[config.mk]
export PLATFORM = sky130hd
export DESIGN_NAME = adc_capture_ctrl_flat
export DESIGN_NICKNAME = d
export VERILOG_FILES = /design/src/rtl/adc_capture_ctrl_if.sv /design/src/rtl/adc_capture_ctrl.sv /design/src/flat_wrapper.sv
export SDC_FILE = /design/constraint.sdc
export NUM_CORES = 1
export LEC_CHECK = 0
export CAP_MARGIN = 20
export CORE_ASPECT_RATIO = 0.75
export CORE_MARGIN = 2
export CORE_UTILIZATION = 57
export CTS_CLUSTER_DIAMETER = 40
export DETAILED_ROUTE_END_ITERATION = 16
export GPL_ROUTABILITY_DRIVEN = 0
export PLACE_DENSITY = 0.91
export SYNTH_ARGS = -nofsm -noshare
export SYNTH_HDL_FRONTEND = slang
export SYNTH_SLANG_ARGS = --single-unit
[constraint.sdc]
create_clock -name sys_clk -period 6.5 [get_ports sys_clk]
set_input_delay 0.975 -clock sys_clk [delete_from_list [all_inputs] [get_ports sys_clk]]
set_output_delay 0.975 -clock sys_clk [all_outputs]
set_load 0.01 [all_outputs]
[src/rtl/adc_capture_ctrl_if.sv]
// ADC pin and corrected-sample stream bundle for adc_capture_ctrl.
// The master side is the capture controller; the slave side is the ADC plus the downstream FIFO.
interface adc_capture_ctrl_if #(
  parameter int DW = 16
);
  logic          adc_convst;
  logic          adc_busy;
  logic [DW-1:0] adc_di;
  logic [DW-1:0] adc_do;
  logic          adc_do_valid;
  logic          adc_do_sat;

  modport master (
    output adc_convst,
    output adc_do,
    output adc_do_valid,
    output adc_do_sat,
    input  adc_busy,
    input  adc_di
  );

  modport slave (
    input  adc_convst,
    input  adc_do,
    input  adc_do_valid,
    input  adc_do_sat,
    output adc_busy,
    output adc_di
  );
endinterface

[src/rtl/adc_capture_ctrl.sv]
// CONVST/BUSY handshake controller with pixel windowing and an offset/saturation
// correction pipeline for busy-handshake parallel ADCs.
module adc_capture_ctrl #(
  parameter int DW        = 16,
  parameter int CNT_W     = 16,
  parameter int WIN_START = 34,
  parameter int WIN_END   = 2081,
  parameter int CONVST_W  = 3,
  parameter int TIMEOUT   = 255
) (
  input  logic                 sys_clk,
  input  logic                 sys_rst_n,
  input  logic                 adc_restart,
  input  logic                 adc_start,
  input  logic [DW-1:0]        cfg_offset,
  input  logic [DW-1:0]        cfg_maxsat,
  output logic [CNT_W-1:0]     pixel_cnt,
  output logic                 err_timeout,
  output logic                 err_overrun,
  adc_capture_ctrl_if.master   adc
);

  localparam int TMR_MAX = (TIMEOUT > CONVST_W) ? TIMEOUT : CONVST_W;
  localparam int TMR_W   = $clog2(TMR_MAX + 1);

  localparam logic [TMR_W-1:0] TMR_ONE   = TMR_W'(1);
  localparam logic [TMR_W-1:0] CONV_LAST = TMR_W'(CONVST_W - 1);
  localparam logic [TMR_W-1:0] TO_LAST   = TMR_W'(TIMEOUT - 1);
  localparam logic [CNT_W-1:0] CNT_ONE   = CNT_W'(1);
  localparam logic [CNT_W-1:0] WIN_LO    = CNT_W'(WIN_START);
  localparam logic [CNT_W-1:0] WIN_HI    = CNT_W'(WIN_END);

  typedef enum logic [1:0] {
    ST_IDLE    = 2'd0,
    ST_CONV    = 2'd1,
    ST_WAIT_HI = 2'd2,
    ST_WAIT_LO = 2'd3
  } state_t;

  state_t             state_r, state_nx_s;
  logic [TMR_W-1:0]   timer_r, timer_nx_s;
  logic               convst_r, convst_nx_s;
  logic [CNT_W-1:0]   pix_idx_r, pix_idx_nx_s;
  logic [CNT_W-1:0]   pixel_cnt_r;
  logic               err_timeout_r, err_overrun_r;
  logic               cap_s, tmo_s, ovr_s;

  logic               busy_meta_r, busy_sync_r, busy_prev_r;
  logic               busy_fall_s;

  logic [DW-1:0]      s1_raw_r;
  logic               s1_win_r, s1_valid_r;
  logic signed [DW:0] diff_s;
  logic [DW-1:0]      do_nx_s;
  logic               sat_nx_s;
  logic [DW-1:0]      do_r;
  logic               do_valid_r, do_sat_r;

  // Two-flop synchroniser for the asynchronous BUSY pin plus an edge-history flop.
  always_ff @(posedge sys_clk or negedge sys_rst_n) begin
    if (!sys_rst_n) begin
      busy_meta_r <= 1'b0;
      busy_sync_r <= 1'b0;
      busy_prev_r <= 1'b0;
    end else begin
      busy_meta_r <= adc.adc_busy;
      busy_sync_r <= busy_meta_r;
      busy_prev_r <= busy_sync_r;
    end
  end

  assign busy_fall_s = !busy_sync_r && busy_prev_r;
  assign ovr_s       = adc_start && !adc_restart && (state_r != ST_IDLE);

  // Handshake FSM next-state logic; one timer serves both the CONVST width and the BUSY timeout.
  always_comb begin
    state_nx_s   = state_r;
    timer_nx_s   = timer_r;
    convst_nx_s  = convst_r;
    pix_idx_nx_s = pix_idx_r;
    cap_s        = 1'b0;
    tmo_s        = 1'b0;
    if (adc_restart) begin
      state_nx_s  = ST_IDLE;
      timer_nx_s  = '0;
      convst_nx_s = 1'b1;
    end else begin
      case (state_r)
        ST_IDLE: begin
          if (adc_start) begin
            pix_idx_nx_s = pixel_cnt_r;
            convst_nx_s  = 1'b0;
            timer_nx_s   = '0;
            state_nx_s   = ST_CONV;
          end else begin
            state_nx_s = ST_IDLE;
          end
        end
        ST_CONV: begin
          if (timer_r == CONV_LAST) begin
            convst_nx_s = 1'b1;
            timer_nx_s  = '0;
            state_nx_s  = ST_WAIT_HI;
          end else begin
            timer_nx_s = timer_r + TMR_ONE;
          end
        end
        ST_WAIT_HI: begin
          if (timer_r == TO_LAST) begin
            tmo_s      = 1'b1;
            state_nx_s = ST_IDLE;
          end else if (busy_sync_r) begin
            timer_nx_s = timer_r + TMR_ONE;
            state_nx_s = ST_WAIT_LO;
          end else begin
            timer_nx_s = timer_r + TMR_ONE;
          end
        end
        ST_WAIT_LO: begin
          // A falling edge seen on the last allowed cycle still counts as a good sample.
          if (busy_fall_s) begin
            cap_s      = 1'b1;
            state_nx_s = ST_IDLE;
          end else if (timer_r == TO_LAST) begin
            tmo_s      = 1'b1;
            state_nx_s = ST_IDLE;
          end else begin
            timer_nx_s = timer_r + TMR_ONE;
          end
        end
        default: begin
          state_nx_s  = ST_IDLE;
          convst_nx_s = 1'b1;
          timer_nx_s  = '0;
        end
      endcase
    end
  end

  // FSM state, timer, CONVST and latched pixel index registers.
  always_ff @(posedge sys_clk or negedge sys_rst_n) begin
    if (!sys_rst_n) begin
      state_r   <= ST_IDLE;
      timer_r   <= '0;
      convst_r  <= 1'b1;
      pix_idx_r <= '0;
    end else begin
      state_r   <= state_nx_s;
      timer_r   <= timer_nx_s;
      convst_r  <= convst_nx_s;
      pix_idx_r <= pix_idx_nx_s;
    end
  end

  // Saturating pixel counter and sticky error flags.
  always_ff @(posedge sys_clk or negedge sys_rst_n) begin
    if (!sys_rst_n) begin
      pixel_cnt_r   <= '0;
      err_timeout_r <= 1'b0;
      err_overrun_r <= 1'b0;
    end else if (adc_restart) begin
      pixel_cnt_r   <= '0;
      err_timeout_r <= 1'b0;
      err_overrun_r <= 1'b0;
    end else begin
      if (adc_start && !(&pixel_cnt_r)) begin
        pixel_cnt_r <= pixel_cnt_r + CNT_ONE;
      end
      if (tmo_s) begin
        err_timeout_r <= 1'b1;
      end
      if (ovr_s) begin
        err_overrun_r <= 1'b1;
      end
    end
  end

  // Stage 1: raw sample, window flag and valid bit.
  always_ff @(posedge sys_clk or negedge sys_rst_n) begin
    if (!sys_rst_n) begin
      s1_raw_r   <= '0;
      s1_win_r   <= 1'b0;
      s1_valid_r <= 1'b0;
    end else if (adc_restart) begin
      s1_raw_r   <= '0;
      s1_win_r   <= 1'b0;
      s1_valid_r <= 1'b0;
    end else begin
      s1_valid_r <= cap_s;
      if (cap_s) begin
        s1_raw_r <= adc.adc_di;
        s1_win_r <= (pix_idx_r >= WIN_LO) && (pix_idx_r <= WIN_HI);
      end
    end
  end

  // Offset subtraction with clamp-at-zero and saturation ceiling.
  always_comb begin
    diff_s   = $signed({1'b0, s1_raw_r}) - $signed({1'b0, cfg_offset});
    do_nx_s  = '0;
    sat_nx_s = 1'b0;
    if (diff_s[DW]) begin
      do_nx_s  = '0;
      sat_nx_s = 1'b0;
    end else if (diff_s > $signed({1'b0, cfg_maxsat})) begin
      do_nx_s  = cfg_maxsat;
      sat_nx_s = 1'b1;
    end else begin
      do_nx_s  = diff_s[DW-1:0];
      sat_nx_s = 1'b0;
    end
  end

  // Stage 2 output registers; data holds between valid beats.
  always_ff @(posedge sys_clk or negedge sys_rst_n) begin
    if (!sys_rst_n) begin
      do_r       <= '0;
      do_valid_r <= 1'b0;
      do_sat_r   <= 1'b0;
    end else if (adc_restart) begin
      do_r       <= '0;
      do_valid_r <= 1'b0;
      do_sat_r   <= 1'b0;
    end else begin
      do_valid_r <= s1_valid_r && s1_win_r;
      if (s1_valid_r && s1_win_r) begin
        do_r     <= do_nx_s;
        do_sat_r <= sat_nx_s;
      end
    end
  end

  assign adc.adc_convst   = convst_r;
  assign adc.adc_do       = do_r;
  assign adc.adc_do_valid = do_valid_r;
  assign adc.adc_do_sat   = do_sat_r;
  assign pixel_cnt        = pixel_cnt_r;
  assign err_timeout      = err_timeout_r;
  assign err_overrun      = err_overrun_r;

endmodule

[src/flat_wrapper.sv]
// flat-port wrapper written by rule: the top's interface ports become plain ports
module adc_capture_ctrl_flat 
#(
  parameter int DW        = 16,
  parameter int CNT_W     = 16,
  parameter int WIN_START = 34,
  parameter int WIN_END   = 2081,
  parameter int CONVST_W  = 3,
  parameter int TIMEOUT   = 255
)
  (sys_clk, sys_rst_n, adc_restart, adc_start, cfg_offset, cfg_maxsat, pixel_cnt, err_timeout, err_overrun, adc_adc_convst, adc_adc_do, adc_adc_do_valid, adc_adc_do_sat, adc_adc_busy, adc_adc_di);
  adc_capture_ctrl_if #(.DW(DW)) adc_i ();
  input  logic sys_clk;
  input  logic sys_rst_n;
  input  logic adc_restart;
  input  logic adc_start;
  input  logic [DW-1:0] cfg_offset;
  input  logic [DW-1:0] cfg_maxsat;
  output logic [CNT_W-1:0] pixel_cnt;
  output logic err_timeout;
  output logic err_overrun;
  output wire logic [$bits(adc_i.adc_convst)-1:0] adc_adc_convst;
  output wire logic [$bits(adc_i.adc_do)-1:0] adc_adc_do;
  output wire logic [$bits(adc_i.adc_do_valid)-1:0] adc_adc_do_valid;
  output wire logic [$bits(adc_i.adc_do_sat)-1:0] adc_adc_do_sat;
  input wire logic [$bits(adc_i.adc_busy)-1:0] adc_adc_busy;
  input wire logic [$bits(adc_i.adc_di)-1:0] adc_adc_di;
  assign adc_adc_convst = adc_i.adc_convst;
  assign adc_adc_do = adc_i.adc_do;
  assign adc_adc_do_valid = adc_i.adc_do_valid;
  assign adc_adc_do_sat = adc_i.adc_do_sat;
  assign adc_i.adc_busy = adc_adc_busy;
  assign adc_i.adc_di = adc_adc_di;
  adc_capture_ctrl #(.DW(DW), .CNT_W(CNT_W), .WIN_START(WIN_START), .WIN_END(WIN_END), .CONVST_W(CONVST_W), .TIMEOUT(TIMEOUT)) u_core (.sys_clk(sys_clk), .sys_rst_n(sys_rst_n), .adc_restart(adc_restart), .adc_start(adc_start), .cfg_offset(cfg_offset), .cfg_maxsat(cfg_maxsat), .pixel_cnt(pixel_cnt), .err_timeout(err_timeout), .err_overrun(err_overrun), .adc(adc_i));
endmodule
==> results.md <==
Timing:
- Subtracting the final worst setup slack from the clock period gives 4.97 ns.
- The maximum frequency from static timing analysis is around 200 MHz.
- Headroom to the max-slew limit came out at 0.254.
- The final max-slew violation count is 0.
- Setup violations remaining at the end of the flow were counted as 0.
- Setup slack closes at 1.53 ns.
- Setup repair after global routing left no endpoint under its margin.
- Between clock sinks in the finished design, the worst skew comes to about 0.0057 ns.
- Summed over all failing endpoints, the final setup total negative slack is 0 ns.
- The hold violation count in the final report was 0.
- In the finished design, the share of the clock period the worst path needs comes to 0.764.
- For the pin with the worst max-slew slack, the measured transition is between 1 and 1.5 ns.
- The worst hold slack after final layout is roughly 0.36 ns.

Clock tree:
- In this run, post-CTS hold repair placed 0 buffers.
- Once the clock tree was built, the resizer swapped 0 gates to a different size.
- The clock root buffer master is sky130_fd_sc_hd__clkbuf_16.
- The clock sink count is 83.
- Counting the buffers created by CTS gives 9.
- Once the clock tree was built, the setup fixing pass inserted 0 buffers.
- The clock-pin slew reported for the worst setup and hold paths after clock tree synthesis is 0.06 ns.
- No sink is reached through more buffers than the 2 on the longest clock path.
- The clock insertion delay at the later pin of the skew report is 0.34 ns.
- The H-tree was split into 3 levels.
- The CTS tree is done.

Die:
- The floorplan step defined a die boundary enclosing 9470 um2.
- The core region is about 8500 um2.
- The initial core utilization is 0.587.
- The width of the die is around 110 um.
- The height of the chip is about 85 um.
- Row generation in the floorplan step produced 29 rows.
- The top-level I/O count is 90.

Hold path:
- The worst hold path belongs to the class reg -> reg.
- The start point of the worst min-delay path is u_core.busy_meta_r$_DFF_PN0_.
- The worst hold path cell count is 0.
- The worst hold path terminates at u_core.busy_sync_r$_DFF_PN0_.

Cells and area:
- Of the cells placed in the final design, the portion with a size suffix greater than 1 is 0.0870.
- Compared with the post-synthesis result, the final layout area differs by 26.7%.
- The final net count is 693.
- The total inserted antenna cells is 0.
- The finished layout holds 717 standard cells, fillers aside.
- The utilization after layout is 0.743.
- The design area is 6280 um2.

Power:
- The share of total power dissipated in combinational logic is 0.213.
- The leakage power summed over all cells is 2.99 nW.
- Of the total power, the share spent switching nets is 0.285.
- Of the total power, registers draw 0.413.
- The overall power after layout is 1.36 mW.
- The worst vdd rail ir drop is 0.197 mV.
- The total net switching power is ~0.39 mW.
- The ratio of total power to cell area is ~220 nW/um2.
- The portion of total power attributed to the clock network is 0.374.
- The internal cell power is slightly below 1 mW.

Worst setup path:
- For the worst flop-to-flop path, the logic depth is 14.
- STA classifies the critical path endpoint as a register.
- The kind of launch point of the worst setup path is an input port.
- The launch instance of the worst register-to-register path is u_core.s1_raw_r[4]$_DFFE_PN0P_.
- Of all nets on the critical path, the largest fanout is 9.
- The worst endpoint data arrival time is around 5.1 ns.
- STA puts the critical path data required time at 6.67 ns.
- The destination of the worst register-to-register timing path is u_core.adc.adc_do[13]$_DFFE_PN0P_.
- The worst setup path is of the in -> reg kind.
- Setup slack on the worst reg-to-reg path comes out at ~2.3 ns.

Synthesis:
- By area, the combinational part of the netlist is dominated by compound AO/OA/AOI/OAI gates.
- The synthesized net count is 604.
- In this run, synthesis inferred 0 flip-flops with an integrated enable.
- The number of different library cells used by synthesis comes to 66.
- The most frequent cell after synthesis is sky130_fd_sc_hd__dfrtp_1.
- The Yosys step of the flow raised 0 warnings.
- The dominant synthesized flop cell is sky130_fd_sc_hd__dfrtp_1.
- The share of async-settable or async-resettable flops after synthesis is 1.00.
- The biggest area contributor in the post-synthesis netlist is sky130_fd_sc_hd__dfrtp_1.
- The mapped cell area is 4960 um2.
- The compound-gate portion of the synthesized area is 0.191.
- The synthesized-area fraction occupied by and/or/nand/nor cells is 0.156.
- Of the total synthesized cell area, the portion taken by full adders, half adders and majority gates is 0.0923.
- Of the total synthesized cell area, the portion taken by XOR and XNOR cells is 0.0318.
- By area the synthesized netlist is led by sky130_fd_sc_hd__dfrtp_1, sky130_fd_sc_hd__ha_1, sky130_fd_sc_hd__o21ai_0, sky130_fd_sc_hd__mux2_2, sky130_fd_sc_hd__inv_1.
- In the synthesized netlist, the cells that appear most often are sky130_fd_sc_hd__dfrtp_1, sky130_fd_sc_hd__o21ai_0, sky130_fd_sc_hd__inv_1.
- Of the synthesized area, sequential elements account for 0.419.
- Counting flops and latches in the post-synthesis netlist gives a little over 80.
- Synthesis handed over a netlist of 515 instances.
- Of the post-synthesis cell area, the dominant cell type holds 0.414.
- The mean area per synthesized cell is between 9 and 10 um2.
- The multiplexer fraction of the synthesized cell area is 0.0643.

Place:
- In this run the tool buffered the top-level ports with 89 buffer cells.
- The instance area after placement is 5950 um2.
- The total half-perimeter wirelength after legalization and detailed placement is a little over 9000 um.
- At the placement stage, the worst setup path has a slack of 1.32 ns.
- The placed instance count is 699.

Global route:
- The via count of the first global-routing pass is 4323.
- The initial antenna violation count came to 0.
- The first global-routing pass estimated between 20000 and 25000 um of wire.
- Global routing finished with a remaining overflow of 0.
- The pin count of the biggest net entering global routing is 84.
- The overall routing resource usage is 0.277.

Route:
- The post-detailed-route DRC marker count is 0.
- In the routed layout, each cell is associated on average with a via count of about 6.
- Once detail routing completed, the nets flagged for antenna violations numbered 0.
- The total vias in the final route is around 4400.
- The mean routed wirelength per cell is about 18 um.
- The final layout contains routed wiring with a total length of roughly 13000 um.
- In this run, the number of DRC markers left after iteration 0 of detailed routing was 290.
- The first detailed-routing pass took 5 iterations.

Run:
- The count of maximum capacitance violations is 0.

Run status:
- The flow ran to the end, and the final reports show no timing, DRC or antenna violations.
## worst max-delay path, stage by stage
cell and delay, ns:
sky130_fd_sc_hd__clkdlybuf4s50_1 0.46, sky130_fd_sc_hd__inv_1 0.05, sky130_fd_sc_hd__ha_1 0.36, sky130_fd_sc_hd__and2_4 0.20, sky130_fd_sc_hd__a221oi_2 0.31, sky130_fd_sc_hd__a21boi_0 0.21
sky130_fd_sc_hd__o21a_1 0.22, sky130_fd_sc_hd__or3_1 0.34, sky130_fd_sc_hd__and2_1 0.17, sky130_fd_sc_hd__ha_1 0.30, sky130_fd_sc_hd__and4_1 0.23, sky130_fd_sc_hd__nand2_1 0.11
sky130_fd_sc_hd__o221ai_2 0.54, sky130_fd_sc_hd__buf_4 0.33, sky130_fd_sc_hd__mux2i_1 0.22, sky130_fd_sc_hd__o21ai_0 0.09
## layout by cell type, fill, tap and decap left out, drive strengths merged, types with 7 or more instances in the layout
cell           instances
mux2                  15
o21a                   8
nand2                 39
inv                   42
nor3                  10
a21oi                 20
buf                    7
nand4                  8
o21ai                 45
dfrtp                 82
and3                   9
clkdlybuf4s50         88
xnor2                  8
a22o                  16
ha                    35
mux2i                 15
clkbuf                10
nand3                 11
nor2                  35
xor2                  10
## cell type report
type,instances,area (um2)
inverters,42,158
fillers,556,2170
clock buffers,10,229
repair buffers,95,957
flip-flops and latches,83,2080
multi-input cells,373,2660
clock inverters,6,66.3
well taps,108,135
## state kept, by name, indices dropped and copies added (netlist names)
signal                   flops
u_core.s1_valid_r            1
u_core.pixel_cnt            16
u_core.busy_prev_r           1
u_core.busy_meta_r           1
u_core.adc.adc_do_valid      1
u_core.err_overrun           1
u_core.s1_win_r              1
u_core.pix_idx_r            15
u_core.adc.adc_convst        1
u_core.err_timeout           1
u_core.adc.adc_do           16
u_core.adc.adc_do_sat        1
u_core.busy_sync_r           1
u_core.timer_r               8
u_core.state_r               2
u_core.s1_raw_r             16
## routing by layer
metal	vias to the layer above	global-route usage	part of all wire
met5	-	0	0
met4	0	0.0887	0.024
met3	39	0.0585	0.062
met2	181	0.456	0.49
met1	2167	0.371	0.43
li1	2038	-	-
## power groups by stage
stage | combinational, mW | sequential (mW) | clock (mW)
after global placement | 0.264 | 0.568 | 0
after global routing | 0.316 | 0.564 | 0.531
final | 0.288 | 0.560 | 0.507
after floorplan | 0.184 | 0.563 | 0
after CTS | 0.283 | 0.560 | 0.513
after detailed placement | 0.278 | 0.569 | 0
## worst max-delay path by stage
stage	end	start	slack [ns]
floorplan	u_core.adc.adc_do[7]$_DFFE_PN0P_	cfg_offset[4]	2.24
global placement	u_core.adc.adc_do[13]$_DFFE_PN0P_	cfg_offset[4]	1.57
detailed placement	u_core.adc.adc_do[14]$_DFFE_PN0P_	cfg_offset[6]	1.32
CTS	u_core.adc.adc_do[14]$_DFFE_PN0P_	cfg_offset[4]	1.61
global route	u_core.adc.adc_do[13]$_DFFE_PN0P_	cfg_offset[0]	1.33
finish	u_core.adc.adc_do[13]$_DFFE_PN0P_	cfg_offset[4]	1.53
## cell families after synthesis
logic type,Yosys count
buffers and inverters,59
adder cells (fa/ha/maj),36
flip-flops,83
XOR/XNOR,18
AO/OA/AOI/OAI,136
AND/OR/NAND/NOR,153
multiplexers,30
Note: power is estimated with default switching activity, not from simulation.
